`src/rtl/i2c_byte_engine_if.sv`:
```
// Command/response handshake and open-drain bus pins of the I2C byte engine.
// The host side uses the master modport; the engine uses the slave modport.
interface i2c_byte_engine_if;
  logic       cmd_valid;
  logic       cmd_ready;
  logic [1:0] cmd_op;
  logic [7:0] cmd_txbyte;
  logic       cmd_nack;
  logic       rsp_valid;
  logic [7:0] rsp_data;
  logic       rsp_ack;
  logic       busy;
  logic       sda_in;
  logic       scl_in;
  logic       sda_oe;
  logic       scl_oe;

  modport master (
    output cmd_valid, cmd_op, cmd_txbyte, cmd_nack, sda_in, scl_in,
    input  cmd_ready, rsp_valid, rsp_data, rsp_ack, busy, sda_oe, scl_oe
  );

  modport slave (
    input  cmd_valid, cmd_op, cmd_txbyte, cmd_nack, sda_in, scl_in,
    output cmd_ready, rsp_valid, rsp_data, rsp_ack, busy, sda_oe, scl_oe
  );
endinterface

```
`src/rtl/i2c_byte_engine.sv`:
```
// I2C master engine running one START/WRITE/READ/STOP command at a time; I2C_CLOCK_STRETCH_EN adds SCL stretching.
// Latency 4*CLK_DIV+1 (START/STOP) or 36*CLK_DIV+1 (WRITE/READ); cmd_ready is low for the whole operation.
module i2c_byte_engine #(
  parameter int CLK_DIV = 250
) (
  input logic              clk,
  input logic              resetn,
  i2c_byte_engine_if.slave bus
);
  typedef enum logic [1:0] {IDLE, START_S, BYTE_S, STOP_S} state_t;

  localparam logic [1:0]  OP_START = 2'd0;
  localparam logic [1:0]  OP_WRITE = 2'd1;
  localparam logic [1:0]  OP_READ  = 2'd2;
  localparam logic [1:0]  OP_STOP  = 2'd3;
  localparam logic [15:0] RELOAD   = 16'(CLK_DIV - 1);

  state_t      state_q, state_d;
  logic [1:0]  phase_q, phase_d;
  logic [3:0]  bit_q, bit_d;
  logic [15:0] cnt_q, cnt_d;
  logic [1:0]  op_q, op_d;
  logic [7:0]  tx_q, tx_d;
  logic        nack_q, nack_d;
  logic [7:0]  sh_q, sh_d;
  logic        ack_q, ack_d;
  logic        ready_en_q, ready_en_d;
  logic        rsp_valid_q, rsp_valid_d;
  logic [7:0]  rsp_data_q, rsp_data_d;
  logic        rsp_ack_q, rsp_ack_d;
  logic        sda_oe_q, sda_oe_d;
  logic        scl_oe_q, scl_oe_d;

  logic ready;
  logic accept;
  logic stall;
  logic qend;

  // A slave holding SCL low while we release it freezes the quarter timer.
`ifdef I2C_CLOCK_STRETCH_EN
  assign stall = (phase_q != 2'd0) && !scl_oe_q && !bus.scl_in;
`else
  logic unused_scl_in;
  assign unused_scl_in = bus.scl_in;
  assign stall         = 1'b0;
`endif

  assign ready  = (state_q == IDLE) && ready_en_q;
  assign accept = bus.cmd_valid && ready;
  assign qend   = (cnt_q == 16'd0) && !stall;

  always_comb begin
    state_d     = state_q;
    phase_d     = phase_q;
    bit_d       = bit_q;
    cnt_d       = cnt_q;
    op_d        = op_q;
    tx_d        = tx_q;
    nack_d      = nack_q;
    sh_d        = sh_q;
    ack_d       = ack_q;
    ready_en_d  = 1'b1;
    rsp_valid_d = 1'b0;
    rsp_data_d  = rsp_data_q;
    rsp_ack_d   = rsp_ack_q;
    sda_oe_d    = sda_oe_q;
    scl_oe_d    = scl_oe_q;

    if (state_q == IDLE) begin
      if (accept) begin
        op_d    = bus.cmd_op;
        tx_d    = bus.cmd_txbyte;
        nack_d  = bus.cmd_nack;
        phase_d = 2'd0;
        bit_d   = 4'd0;
        cnt_d   = RELOAD;
        sh_d    = 8'h00;
        ack_d   = 1'b0;
        case (bus.cmd_op)
          OP_START: state_d = START_S;
          OP_STOP:  state_d = STOP_S;
          default:  state_d = BYTE_S;
        endcase
      end
    end else begin
      if (!stall) cnt_d = cnt_q - 16'd1;
      // The slave's SDA level is taken on the final cycle of the SCL-high quarter Q2.
      if ((state_q == BYTE_S) && (phase_q == 2'd2) && qend) begin
        if (bit_q[3]) ack_d = bus.sda_in;
        else          sh_d  = {sh_q[6:0], bus.sda_in};
      end
      if (qend) begin
        cnt_d   = RELOAD;
        phase_d = phase_q + 2'd1;
        if (phase_q == 2'd3) begin
          if ((state_q == BYTE_S) && !bit_q[3]) begin
            bit_d = bit_q + 4'd1;
          end else begin
            state_d     = IDLE;
            rsp_valid_d = 1'b1;
            rsp_data_d  = (op_q == OP_READ) ? sh_q : 8'h00;
            case (op_q)
              OP_WRITE: rsp_ack_d = ack_q;
              OP_READ:  rsp_ack_d = nack_q;
              default:  rsp_ack_d = 1'b0;
            endcase
          end
        end
      end
    end

    // Pin drive follows the next state so the registered pins line up with the phase they belong to.
    case (state_d)
      START_S: begin
        scl_oe_d = (phase_d == 2'd3);
        sda_oe_d = (phase_d >= 2'd2);
      end
      STOP_S: begin
        scl_oe_d = (phase_d == 2'd0);
        sda_oe_d = (phase_d != 2'd3);
      end
      BYTE_S: begin
        scl_oe_d = (phase_d == 2'd0);
        if (bit_d[3])                sda_oe_d = (op_d == OP_READ) ? ~nack_d : 1'b0;
        else if (op_d == OP_READ)    sda_oe_d = 1'b0;
        else                         sda_oe_d = ~tx_d[~bit_d[2:0]];
      end
      default: begin
        if (state_q == BYTE_S) scl_oe_d = 1'b1;
      end
    endcase
  end

  always_ff @(posedge clk or negedge resetn) begin
    if (!resetn) begin
      state_q     <= IDLE;
      phase_q     <= 2'd0;
      bit_q       <= 4'd0;
      cnt_q       <= 16'd0;
      op_q        <= 2'd0;
      tx_q        <= 8'h00;
      nack_q      <= 1'b0;
      sh_q        <= 8'h00;
      ack_q       <= 1'b0;
      ready_en_q  <= 1'b0;
      rsp_valid_q <= 1'b0;
      rsp_data_q  <= 8'h00;
      rsp_ack_q   <= 1'b0;
      sda_oe_q    <= 1'b0;
      scl_oe_q    <= 1'b0;
    end else begin
      state_q     <= state_d;
      phase_q     <= phase_d;
      bit_q       <= bit_d;
      cnt_q       <= cnt_d;
      op_q        <= op_d;
      tx_q        <= tx_d;
      nack_q      <= nack_d;
      sh_q        <= sh_d;
      ack_q       <= ack_d;
      ready_en_q  <= ready_en_d;
      rsp_valid_q <= rsp_valid_d;
      rsp_data_q  <= rsp_data_d;
      rsp_ack_q   <= rsp_ack_d;
      sda_oe_q    <= sda_oe_d;
      scl_oe_q    <= scl_oe_d;
    end
  end

  assign bus.cmd_ready = ready;
  assign bus.busy      = (state_q != IDLE);
  assign bus.rsp_valid = rsp_valid_q;
  assign bus.rsp_data  = rsp_data_q;
  assign bus.rsp_ack   = rsp_ack_q;
  assign bus.sda_oe    = sda_oe_q;
  assign bus.scl_oe    = scl_oe_q;
endmodule

```
`src/flat_wrapper.sv`:
```
// flat-port wrapper written by rule: the top's interface ports become plain ports
module i2c_byte_engine_flat 
#(
  parameter int CLK_DIV = 250
)
  (clk, resetn, bus_cmd_valid, bus_cmd_op, bus_cmd_txbyte, bus_cmd_nack, bus_sda_in, bus_scl_in, bus_cmd_ready, bus_rsp_valid, bus_rsp_data, bus_rsp_ack, bus_busy, bus_sda_oe, bus_scl_oe);
  i2c_byte_engine_if bus_i ();
  input logic clk;
  input logic resetn;
  input wire logic [$bits(bus_i.cmd_valid)-1:0] bus_cmd_valid;
  input wire logic [$bits(bus_i.cmd_op)-1:0] bus_cmd_op;
  input wire logic [$bits(bus_i.cmd_txbyte)-1:0] bus_cmd_txbyte;
  input wire logic [$bits(bus_i.cmd_nack)-1:0] bus_cmd_nack;
  input wire logic [$bits(bus_i.sda_in)-1:0] bus_sda_in;
  input wire logic [$bits(bus_i.scl_in)-1:0] bus_scl_in;
  output wire logic [$bits(bus_i.cmd_ready)-1:0] bus_cmd_ready;
  output wire logic [$bits(bus_i.rsp_valid)-1:0] bus_rsp_valid;
  output wire logic [$bits(bus_i.rsp_data)-1:0] bus_rsp_data;
  output wire logic [$bits(bus_i.rsp_ack)-1:0] bus_rsp_ack;
  output wire logic [$bits(bus_i.busy)-1:0] bus_busy;
  output wire logic [$bits(bus_i.sda_oe)-1:0] bus_sda_oe;
  output wire logic [$bits(bus_i.scl_oe)-1:0] bus_scl_oe;
  assign bus_i.cmd_valid = bus_cmd_valid;
  assign bus_i.cmd_op = bus_cmd_op;
  assign bus_i.cmd_txbyte = bus_cmd_txbyte;
  assign bus_i.cmd_nack = bus_cmd_nack;
  assign bus_i.sda_in = bus_sda_in;
  assign bus_i.scl_in = bus_scl_in;
  assign bus_cmd_ready = bus_i.cmd_ready;
  assign bus_rsp_valid = bus_i.rsp_valid;
  assign bus_rsp_data = bus_i.rsp_data;
  assign bus_rsp_ack = bus_i.rsp_ack;
  assign bus_busy = bus_i.busy;
  assign bus_sda_oe = bus_i.sda_oe;
  assign bus_scl_oe = bus_i.scl_oe;
  i2c_byte_engine #(.CLK_DIV(CLK_DIV)) u_core (.clk(clk), .resetn(resetn), .bus(bus_i));
endmodule
```
`config.mk`:
```
export PLATFORM = sky130hd
export DESIGN_NAME = i2c_byte_engine_flat
export DESIGN_NICKNAME = d
export VERILOG_FILES = /design/src/rtl/i2c_byte_engine_if.sv /design/src/rtl/i2c_byte_engine.sv /design/src/flat_wrapper.sv
export SDC_FILE = /design/constraint.sdc
export NUM_CORES = 1
export LEC_CHECK = 0
export CORE_ASPECT_RATIO = 0.7
export CORE_MARGIN = 5
export CORE_UTILIZATION = 57
export CTS_CLUSTER_SIZE = 14
export DETAILED_ROUTE_END_ITERATION = 10
export PLACE_DENSITY = 0.8
export SLEW_MARGIN = 15
export SYNTH_ARGS = -nofsm -noshare
export SYNTH_HDL_FRONTEND = slang
export SYNTH_SLANG_ARGS = --single-unit
```
`constraint.sdc`:
```
create_clock -name clk -period 2.7 [get_ports clk]
set_input_delay 0.81 -clock clk [delete_from_list [all_inputs] [get_ports clk]]
set_output_delay 0.81 -clock clk [all_outputs]
set_load 0.01 [all_outputs]
```
## Word level (Yosys, flattened, before mapping)

Cells that the tools add are included.

- Muxes and demuxes: 45
- $add $sub $neg: 3
- $lt $le $gt $ge: 2
- Bitwise logic cells: 5
- Eq/ne operators: 14
- Reduce and logical (&&, ||, !) cells: 19

Operator list:

| operator | number |
|---|---|
| $mux 8 | 7 |
| $mux 16 | 3 |
| $mux 2 | 10 |
| $mux 4 | 5 |
| $eq 2x2->1 const B | 9 |
| $logic_not 16->1 | 1 |
| $sub 16x1->16 const B | 1 |
| $mux 1 | 15 |
| $logic_not 2->1 | 3 |
| $reduce_and 3->1 | 2 |
| $reduce_bool 2->1 | 3 |
| $reduce_bool 3->1 | 2 |
| $logic_and 1x1->1 | 5 |
| $add 4x1->4 const B | 1 |
| $eq 2x1->1 const B | 2 |
| $lt 3x4->1 const B | 1 |
| $ne 2x2->1 const B | 2 |
| $not 1->1 | 4 |
| $pmux 1 s2 | 2 |
| $pmux 2 s2 | 1 |
| $reduce_and 4->1 | 1 |
| $bmux 1 s3 | 1 |
| $not 3->3 | 1 |
| $pmux 1 s3 | 1 |
| 5 further kinds | 5 |

- Output and inout bits: 14
- Bits of input ports: 16
- Bits in registers: 57
- Logic and storage cells: 103

## Depth between registers and ports, before layout

Gate-level depths: netlist of the first run.

- Depth after elaboration: 13
- Depth in mapped cells: 11
- Gate-level depth less buffers: 9

## Worst setup path before layout of the first run

No wires, ideal clock.

- Path type: register to register
- Start: register u_core.cnt_q[0]
- End: register u_core.sda_oe_q, in the netlist u_core.bus.sda_oe
- Stages on the path, launching flop included: 11
- Period minus slack after synthesis: 2.230 ns
- Required time: 2.572 ns
- Path slack: 0.470 ns
- Buffers on the path: 1
- Setup time: 0.128 ns
- Data arrival time: 2.102 ns
- Path through: dfrtp_1 > inv_1 > ha_1 > nor3b_2 > and4_1 > buf_6 > a21oi_1 > or2_2 > mux2i_1 > a311oi_1 > a21oi_1

- Word-level cells in the longest chain between the ends: 10
- Elaborated cells between the ends (all ways): 20
- Classes of those cells: order compare: 1; eq/ne: 4; mux: 11; bitwise: 2; reduce/logical: 2

Ends and longest elaborated chain:

| element | line | source |
|---|---|---|
| start: declaration | i2c_byte_engine.sv:21 | `logic [15:0] cnt_q, cnt_d;` |
| start signal: assignment | i2c_byte_engine.sv:155 | `cnt_q <= cnt_d;` |
| $logic_not 16->1 | i2c_byte_engine.sv:50 | `assign qend = (cnt_q == 16'd0) && !stall;` |
| $mux 4 | i2c_byte_engine.sv:92 | `if (qend) begin` |
| $mux 4 | i2c_byte_engine.sv:69 | `if (state_q == IDLE) begin` |
| via u_core.bit_d[0] | i2c_byte_engine.sv:20 | `logic [3:0] bit_q, bit_d;` |
| $not 3->3 | i2c_byte_engine.sv:126 | `else sda_oe_d = ~tx_d[~bit_d[2:0]];` |
| $bmux 1 s3 | i2c_byte_engine.sv:126 |  |
| $mux 1 (not written as such) | i2c_byte_engine.sv:126 |  |
| $not 1->1 | i2c_byte_engine.sv:126 |  |
| $mux 1 | i2c_byte_engine.sv:125 | `else if (op_d == OP_READ) sda_oe_d = 1'b0;` |
| $mux 1 | i2c_byte_engine.sv:124 | `if (bit_d[3]) sda_oe_d = (op_d == OP_READ) ? ~nack_d : 1'b0;` |
| $pmux 1 s3 | i2c_byte_engine.sv:113 | `case (state_d)` |
| end signal: assignment | i2c_byte_engine.sv:165 | `sda_oe_q <= sda_oe_d;` |
| end: declaration | i2c_byte_engine.sv:31 | `logic sda_oe_q, sda_oe_d;` |

The timed path passes the listed nets, and every way through them passes these cells. The select of a mux whose other input is x is not followed.
A chain may end at the register's enable or synchronous reset.

## Worst setup path in the final report of the first run

- Start: register u_core.state_q[1]
- End: output port bus_cmd_ready

- Word-level cells in the longest chain between the ends: 2

Ends and longest elaborated chain:

| element | line | source |
|---|---|---|
| start: declaration | i2c_byte_engine.sv:18 | `state_t state_q, state_d;` |
| start signal: assignment | i2c_byte_engine.sv:152 | `state_q <= state_d;` |
| $logic_not 2->1 | i2c_byte_engine.sv:48 | `assign ready = (state_q == IDLE) && ready_en_q;` |
| $logic_and 1x1->1 | i2c_byte_engine.sv:48 |  |
| end: declaration | flat_wrapper.sv:16 | `output wire logic [$bits(bus_i.cmd_ready)-1:0] bus_cmd_ready;` |

Every way passes these cells.

==> qor.yml, run 1 <==
cells_and_area:
  final_common_cell: "dfrtp_1"
  insertedDiodeCount: 0
  area_delta_synth_final_pct: 20.9
  layout.nets: 376
  final_cell_mix: "57 x dfrtp_1, 38 x o21ai_0, 36 x nand2_1, 27 x clkdlybuf4s50_1, 25 x nor2_1"
  drive_above_1_share_pct: 17.6
  utilization_pct: 70.2
die:
  die_h_um: 70.6
  rows: 22
  die_w_um: 96.5
  core_area_mm2: 0.00515
  ios: 30
  start_util_pct: 58.0
  fp.dieArea_mm2: 0.00681
yosys:
  syn_nets: 335
  netlist_area_mm2: 0.00299
  ys_ff_latch: 57
  synth_cell_type_count: 52
  async_flop_share_pct: 100
  synth-edff-count: 0
  synth_ff_type: "dfrtp_1"
  ys_warn_count: 0
  avgSynthCellArea_um2: 9.58
  syn_inst: 312
  seq_area_frac_synth_pct: 47.7
clocking:
  cts_tree: "yes"
  cts_max_path_buffers: 2
  ctsHoldBuffers: 0
  cts.clk_slew.worst_paths_ns: 0.07
  clock_latency_ns: 0.34
  cts_buffers: 9
  clock_sinks: 57
  root_buffer: "clkbuf_8"
  ctsHtreeMaxLevel: 3
placement:
  hpwl_um: 4220
  gp_congestion: 0.811
  port_buffers: 28
power_and_ir_drop:
  switching_share_pct: 31.5
  p_comb_share_pct: 28.1
  powerDensity_mw_per_mm2: 836
  power_frac_seq_pct: 42.3
  leakage_uw: 0.00160
  clkPwrFrac_pct: 29.6
  peakVddDrop_mv: 0.617
  internal-power_uw: 2070
  power_switching_uw: 953
sta:
  maxSlewViolCount: 0
  grt_setup_unrepaired: "no"
  hold_viol: 0
  whs_ns: 0.477
  min_period_ns: 2.59
  finalClockSkew_ns: 0.00769
  setup_tns_ns: 0
  setup_viol: 0
  finalCritPeriodShare_pct: 95.8
  worstMarginPinSlew_ns: 0.711
  slew_headroom_pct: 52.6
  fmax_ghz: 0.387
route:
  vias: 2377
  vias_per_cell: 5.53
  wl_um: 5970
  dr.first_iter.drc_count: 164
  drc: 0
  dr.pass1.iters: 4
  ant_nets: 0
  post_drt_wl_per_cell_um: 13.9
global_route:
  antenna_found_initial: 0
  grt_max_degree: 58
  grt_usage_pct: 20.1
  grt_pass1_vias: 2278
  grt_pass1_wl_um: 10400
  overflow: 0
critical_path:
  cp_max_fo: 8
  start_kind: "flop"
  endpoint_kind: "output port"
  worstSetupPathType: "reg2out"
  rr_worst_depth: 10
  r2r_setup_slack_ns: 0.23
  cp.arrival_ns: 1.78
  critical_path_required_ns: 1.89
outcome:
  status: "finished, final reports clean"
flow_run:
  maxCapViolCount: 0
worst_hold_path:
  worstHoldPathType: "reg2reg"
  holdPathStages: 2
## worst max-delay path, cell delays in order, from the launching register on
cell and delay [ns]:
dfrtp_1 0.46, nor2_1 0.26, and2_1 0.18, clkdlybuf4s50_1 0.53
## worst paths after layout
kind                                                       to                                from
max                                             bus_cmd_ready         u_core.state_q[1]$_DFF_PN0_
max reg2reg                     u_core.bus.sda_oe$_DFFE_PN0P_         u_core.cnt_q[0]$_DFFE_PN0P_
min reg2reg                u_core.bus.rsp_data[1]$_DFFE_PN0P_  u_core.bus.rsp_data[1]$_DFFE_PN0P_
min in group asynchronous        u_core.cnt_q[12]$_DFFE_PN0P_                              resetn
max in group asynchronous  u_core.bus.rsp_data[4]$_DFFE_PN0P_                              resetn
min                        u_core.bus.rsp_data[1]$_DFFE_PN0P_  u_core.bus.rsp_data[1]$_DFFE_PN0P_
## routing by layer
| metal | global-route usage [%] | wire length, µm |
|---|---|---|
| met4 | 9.80 | 92 |
| met3 | 5.74 | 316 |
| met1 | 27.1 | 2750 |
| met5 | 0 | 0 |
| met2 | 29.7 | 2810 |
## layout make-up
cell class / count / area (µm²)
inverters: 18 / 67.6
fillers: 408 / 1530
multi-input cells: 223 / 1410
repair buffers: 44 / 395
clock buffers: 11 / 151
well taps: 72 / 90.1
flip-flops and latches: 57 / 1430
clock inverters: 5 / 77.6
## sequential cells by signal, summed over array words and instances (netlist names)
name                  count
u_core.nack_q             1
u_core.bus.scl_oe         1
u_core.bus.rsp_data       8
u_core.bit_q              4
u_core.sh_q               8
u_core.bus.rsp_valid      1
u_core.ready_en_q         1
u_core.tx_q               8
u_core.bus.rsp_ack        1
u_core.op_q               2
u_core.cnt_q             16
u_core.ack_q              1
u_core.state_q            2
u_core.phase_q            2
u_core.bus.sda_oe         1
## metrics by stage
| step | instances | setup slack (ns) | instance area, µm² | power, µW |
|---|---|---|---|---|
| floorplan | 312 | 0.470 | 2990 | 1840 |
| global placement | 414 | 0.0256 | 3380 | 2090 |
| detailed placement | 414 | -0.0689 | 3380 | 2130 |
| CTS | 430 | 0.107 | 3610 | 3040 |
| global route | 430 | 0.00839 | 3610 | 3230 |
| finish | 430 | 0.114 | 3610 | 3020 |
## cells in the mapped netlist (all sizes together), types with 4 or more instances
library cell,number,area (µm²)
mux2i,8,83.8
clkbuf,9,53.8
or3,4,25.0
buf,5,36.3
dfrtp,57,1430
nand3,15,75.1
nor4,5,58.8
inv,18,67.6
a31oi,4,25.0
mux2,13,146
nor2,25,93.8
a21oi,18,93.8
ha,7,87.6
o21ai,40,200
a21o,5,40.0
nand2,37,146
nor3,9,50.1
## power by group through the flow
stage	clock network, µW	registers (µW)	logic [µW]
after CTS	914	1270	851
after global routing	955	1310	959
after global placement	0	1280	810
after detailed placement	0	1290	845
after floorplan	0	1240	596
final	895	1280	848
## timing repair
action                                  CTS  global route
resized for setup                         0             2
setup buffers                             0             0
endpoints found under the setup margin    0             1
## cell families after synthesis
kind of cell	Yosys count	share of synthesized area [%]
other	1	0.126
AO/OA/AOI/OAI	79	15.7
flip-flops	57	47.7
XOR/XNOR	1	0.293
multiplexers	21	7.71
adder cells (fa/ha/maj)	7	2.93
AND/OR/NAND/NOR	114	20.2
buffers and inverters	32	5.28
No activity file was read; power rests on OpenSTA's default activity.
==> run 2: changes to the inputs <==
--- a/config.mk
+++ b/config.mk
@@ -10,7 +10,7 @@
 export CORE_UTILIZATION = 57
 export CTS_CLUSTER_SIZE = 14
 export DETAILED_ROUTE_END_ITERATION = 10
-export PLACE_DENSITY = 0.8
+export PLACE_DENSITY = 0.81
 export SLEW_MARGIN = 15
 export SYNTH_ARGS = -nofsm -noshare
 export SYNTH_HDL_FRONTEND = slang
==> run 2 against run 1 <==
  * Critical path depth unchanged
  * Largest power group unchanged
  * Total power decreased by 5.3%
  * Critical endpoint unchanged
  * Register-to-register slack got worse by 0.06 ns
==> qor.yml, run 2 (same netlist as run 1, synthesis figures left out) <==
die:
  die_h_um: 70.6
  start_util_pct: 58.0
  ios: 30
  die_w_um: 96.5
  rows: 22
  fp.dieArea_mm2: 0.00681
  core_area_mm2: 0.00515
critical_path:
  start_kind: "flop"
  endpoint_kind: "output port"
  cp.arrival_ns: 1.73
  cp_max_fo: 8
  crit_chain: "nor2_2, and2_1, clkdlybuf4s50_1"
  critical_path_required_ns: 1.89
  cpMaxStageDelayCell: "clkdlybuf4s50_1"
  worstSetupPathType: "reg2out"
  path_buf_inv: 1
  cp_top_family: "buffers and inverters"
  max_stage_delay_ns: 0.53
route:
  post_drt_wl_per_cell_um: 13.8
  wl_um: 5940
  ant_nets: 0
  dr.pass1.iters: 4
  vias_per_cell: 5.46
  drc: 0
  dr.first_iter.drc_count: 153
  vias: 2347
global_route:
  grt_usage_pct: 19.3
  grt_max_degree: 58
  grt_pass1_wl_um: 10200
  use_met1_pct: 25.8
  overflow: 0
  grtUsageMet2_pct: 29.4
  antenna_found_initial: 0
  busiest_layer: "met2"
  grt_use_met3_pct: 8.08
  grt_pass1_vias: 2258
sta:
  setup_viol: 0
  slew_headroom_pct: 53.5
  finalCritPeriodShare_pct: 94.1
  worstMarginPinSlew_ns: 0.698
  maxSlewViolCount: 0
  min_period_ns: 2.54
  fmax_ghz: 0.394
  setup_tns_ns: 0
  finalClockSkew_ns: 0.0111
  hold_viol: 0
  grt_setup_unrepaired: "no"
clocking:
  clock_latency_ns: 0.34
  cts_tree: "yes"
  cts_max_path_buffers: 2
  root_buffer: "clkbuf_8"
  cts.clk_slew.worst_paths_ns: 0.06
  clock_sinks: 57
  cts_buffers: 9
  ctsHtreeMaxLevel: 3
cells_and_area:
  largest_reg_flops: 16
  top_register: "u_core.cnt_q"
  fin_area_mm2: 0.00357
  final_cell_mix: "57 x dfrtp_1, 39 x o21ai_0, 36 x nand2_1, 27 x clkdlybuf4s50_1, 24 x nor2_1"
  area_delta_synth_final_pct: 19.6
  layout.nets: 377
  insertedDiodeCount: 0
  drive_above_1_share_pct: 17.3
  final_common_cell: "dfrtp_1"
placement:
  placed_area_mm2: 0.00339
  port_buffers: 28
  gp_congestion: 0.826
  hpwl_um: 4200
outcome:
  status: "finished, final reports clean"
power_and_ir_drop:
  peakVddDrop_mv: 0.397
  powerDensity_mw_per_mm2: 801
  leakage_uw: 0.00158
worst_hold_path:
  worstHoldPathType: "reg2reg"
flow_run:
  maxCapViolCount: 0
-- run 2: changes by cell type in the layout (fill, tap and decap cells not counted) --
| cell | change |
|---|---|
| bufinv_16 | -2 |
| and4_1 | +1 |
| and4_2 | -1 |
| buf_4 | +1 |
| clkbuf_1 | +1 |
| clkbuf_8 | +1 |
| clkinv_2 | -1 |
| nor2_1 | -1 |
| nor2_2 | +1 |
| o21ai_0 | +1 |
| o21ai_1 | -1 |
-- run 2: what timing repair did --
item / 4_1_cts / 5_1_grt
endpoints found under the setup margin: 0 / 1
hold buffers: 0 / 0
resized for setup: 0 / 1
buffers inserted: 0 / 0
-- run 2: area by class of cell --
cell class	instances	area (µm²)
Clock buffer	13	169
Clock inverter	2	12.5
Fill cell	405	1570
Inverter	18	67.6
Multi-Input combinational cell	223	1410
Sequential cell	57	1430
Tap cell	72	90.1
Timing Repair Buffer	45	403
-- run 2: report_power, final --
part	switching [µW]	internal [µW]
clock network	320	401
registers	210	1070
logic	419	439
total	949	1910
-- run 2: worst paths after layout --
check,from,to,slack [ns],cells past startpoint
min reg2reg,u_core.bus.rsp_data[2]$_DFFE_PN0P_,u_core.bus.rsp_data[2]$_DFFE_PN0P_,0.48,2
min in group asynchronous,resetn,u_core.cnt_q[0]$_DFFE_PN0P_,0.61,2
max reg2reg,u_core.cnt_q[0]$_DFFE_PN0P_,u_core.bus.sda_oe$_DFFE_PN0P_,0.17,9
min,u_core.bus.rsp_data[2]$_DFFE_PN0P_,u_core.bus.rsp_data[2]$_DFFE_PN0P_,0.48,2
max,u_core.state_q[1]$_DFF_PN0_,bus_cmd_ready,0.16,3
max in group asynchronous,resetn,u_core.sh_q[4]$_DFFE_PN0P_,1.63,2
-- run 2: metrics by stage --
step	total power, µW	hold WS, ns	util, %	cells	setup slack [ns]
CTS	2880	0.483	69.4	430	0.0664
global placement	2100	0.461	65.9	415	0.0567
global route	3060	0.504	69.4	430	0.0346
finish	2860	0.476	69.4	430	0.160
floorplan	1840	0.470	-	312	0.470
detailed placement	2150	0.469	65.9	415	0.0199
-- run 2: worst min-delay path, stage by stage (launching register included) --
cell,delay [ns]
dfrtp_1,0.34
nand2_1,0.04
o21ai_0,0.06
-- run 2: layer usage --
layer / routed length, µm / up-vias
li1: - / 1181
met1: 2810 / 1098
met2: 2730 / 62
met3: 362 / 6
met4: 38 / 0
met5: 0 / -
==> run 3: changes to the inputs <==
--- a/config.mk
+++ b/config.mk
@@ -5,10 +5,8 @@
 export SDC_FILE = /design/constraint.sdc
 export NUM_CORES = 1
 export LEC_CHECK = 0
-export CORE_ASPECT_RATIO = 0.7
 export CORE_MARGIN = 5
 export CORE_UTILIZATION = 57
-export CTS_CLUSTER_SIZE = 14
 export DETAILED_ROUTE_END_ITERATION = 10
 export PLACE_DENSITY = 0.81
 export SLEW_MARGIN = 15
==> run 3 against run 2 <==
  * Sequential power is essentially flat
  * Worst setup slack better by 0.035 ns
  * Design area is 0.17% higher
  * Die area decreased by 0.34%
  * Via count increased by 1.1%
  * Clock power grew 11%
  * First-iteration DRC count down 34%
  * Worst hold slack got worse by 0.011 ns
  * Fmax grew 1.4%
  * Clock skew decreased by 0.0033 ns
  * Largest cell class unchanged
==> qor.yml, run 3 (same netlist as run 1, synthesis figures left out) <==
worst_hold_path:
  worstHoldPathType: "in2async"
sta:
  worstMarginPinSlew_ns: 0.596
  min_period_ns: 2.50
  grt_setup_unrepaired: "no"
  whs_ns: 0.464
  finalClockSkew_ns: 0.00780
  maxSlewViolCount: 0
  slew_headroom_pct: 60.3
  hold_viol: 0
  setup_tns_ns: 0
  setup_viol: 0
  finalCritPeriodShare_pct: 92.8
  fmax_ghz: 0.399
clocking:
  cts.clk_slew.worst_paths_ns: 0.06
  cts_tree: "yes"
  cts_buffers: 9
  ctsResizeCount: 0
  cts_max_path_buffers: 2
  clock_latency_ns: 0.34
  cts_setup_buffers: 0
  ctsHoldBuffers: 0
  clock_sinks: 57
  ctsHtreeMaxLevel: 3
  root_buffer: "clkbuf_8"
critical_path:
  cp.arrival_ns: 1.69
  critical_path_required_ns: 1.89
  r2r_setup_slack_ns: 0.20
  cp-startpoint: "u_core.state_q[1]$_DFF_PN0_"
  start_kind: "flop"
  r2r_start: "u_core.cnt_q[0]$_DFFE_PN0P_"
  worstSetupPathType: "reg2out"
  rr_worst_depth: 9
  cp_max_fo: 8
  endpoint_kind: "output port"
  r2r_end: "u_core.bus.sda_oe$_DFFE_PN0P_"
power_and_ir_drop:
  powerDensity_mw_per_mm2: 814
  leakage_uw: 0.00158
  peakVddDrop_mv: 0.524
cells_and_area:
  insertedDiodeCount: 0
  largest_reg_flops: 16
  final_common_cell: "dfrtp_1"
  top_register: "u_core.cnt_q"
  layout.nets: 375
  drive_above_1_share_pct: 16.6
  final_cell_mix: "57 x dfrtp_1, 39 x o21ai_0, 36 x nand2_1, 27 x clkdlybuf4s50_1, 25 x nor2_1"
  area_delta_synth_final_pct: 19.8
global_route:
  antenna_found_initial: 0
  grt_pass1_wl_um: 10700
  grt_usage_pct: 21.0
  overflow: 0
  grt_max_degree: 33
  grt_pass1_vias: 2356
route:
  post_drt_wl_per_cell_um: 14.7
  dr_wl_met3_um: 292
  dr_wl_met2_um: 3070
  vias: 2372
  vias_per_cell: 5.57
  drc: 0
  routedLengthMet1_um: 2760
  wl_um: 6270
  ant_nets: 0
  dr.first_iter.drc_count: 101
  top_layer: "met4"
  dr.pass1.iters: 4
die:
  ios: 30
  start_util_pct: 58.5
  die_w_um: 82.4
  rows: 26
  fp.dieArea_mm2: 0.00679
  core_area_mm2: 0.00511
  die_h_um: 82.4
outcome:
  status: "finished, final reports clean"
placement:
  hpwl_um: 4360
  port_buffers: 28
  gp_congestion: 0.868
flow_run:
  maxCapViolCount: 0
-- run 3: cell count changes in the layout (fill, tap and decap cells not counted), sizes merged --
| cell | before | now |
|---|---|---|
| bufinv | 0 | 1 |
| clkinv | 1 | 2 |
| buf | 18 | 16 |
| clkbuf | 13 | 12 |
| clkinvlp | 1 | 0 |
-- run 3: routing by layer --
metal  vias to the layer above  track usage, %
li1                       1171               -
met1                      1127            25.4
met2                        65            35.2
met3                         9            4.23
met4                         0            10.8
met5                         -               0
-- run 3: where the power goes --
group / internal (µW) / switching (µW)
sequential: 1070 / 207
clock: 468 / 332
combinational: 419 / 416
total: 1960 / 955
-- run 3: per-stage QoR --
stage,area (µm²),instances,worst slack [ns],utilization (%),power [µW]
6_report,3580,426,0.195,70.1,2920
5_1_grt,3580,426,0.0423,70.1,3110
4_1_cts,3580,426,0.172,70.1,2940
3_5_place_dp,3390,411,-0.0204,66.3,2130
3_3_place_gp,3390,411,0.0278,66.3,2080
2_1_floorplan,2990,312,0.470,-,1840
-- run 3: worst max-delay path by stage --
stage	endpoint
5_1_grt	u_core.bus.sda_oe$_DFFE_PN0P_
2_1_floorplan	u_core.bus.sda_oe$_DFFE_PN0P_
6_report	bus_cmd_ready
3_3_place_gp	u_core.bus.sda_oe$_DFFE_PN0P_
4_1_cts	bus_cmd_ready
3_5_place_dp	u_core.bus.sda_oe$_DFFE_PN0P_
-- run 3: critical path: stages, from the launching register on --
cell             delay, ns
dfrtp_1               0.45
nor2_1                0.20
and2_1                0.17
clkdlybuf4s50_1       0.53
-- run 3: cell type report --
cell class / count / area (µm²)
Clock buffer: 12 / 155
Clock inverter: 3 / 40.0
Fill cell: 409 / 1530
Inverter: 18 / 67.6
Multi-Input combinational cell: 223 / 1400
Sequential cell: 57 / 1430
Tap cell: 70 / 87.6
Timing Repair Buffer: 43 / 400
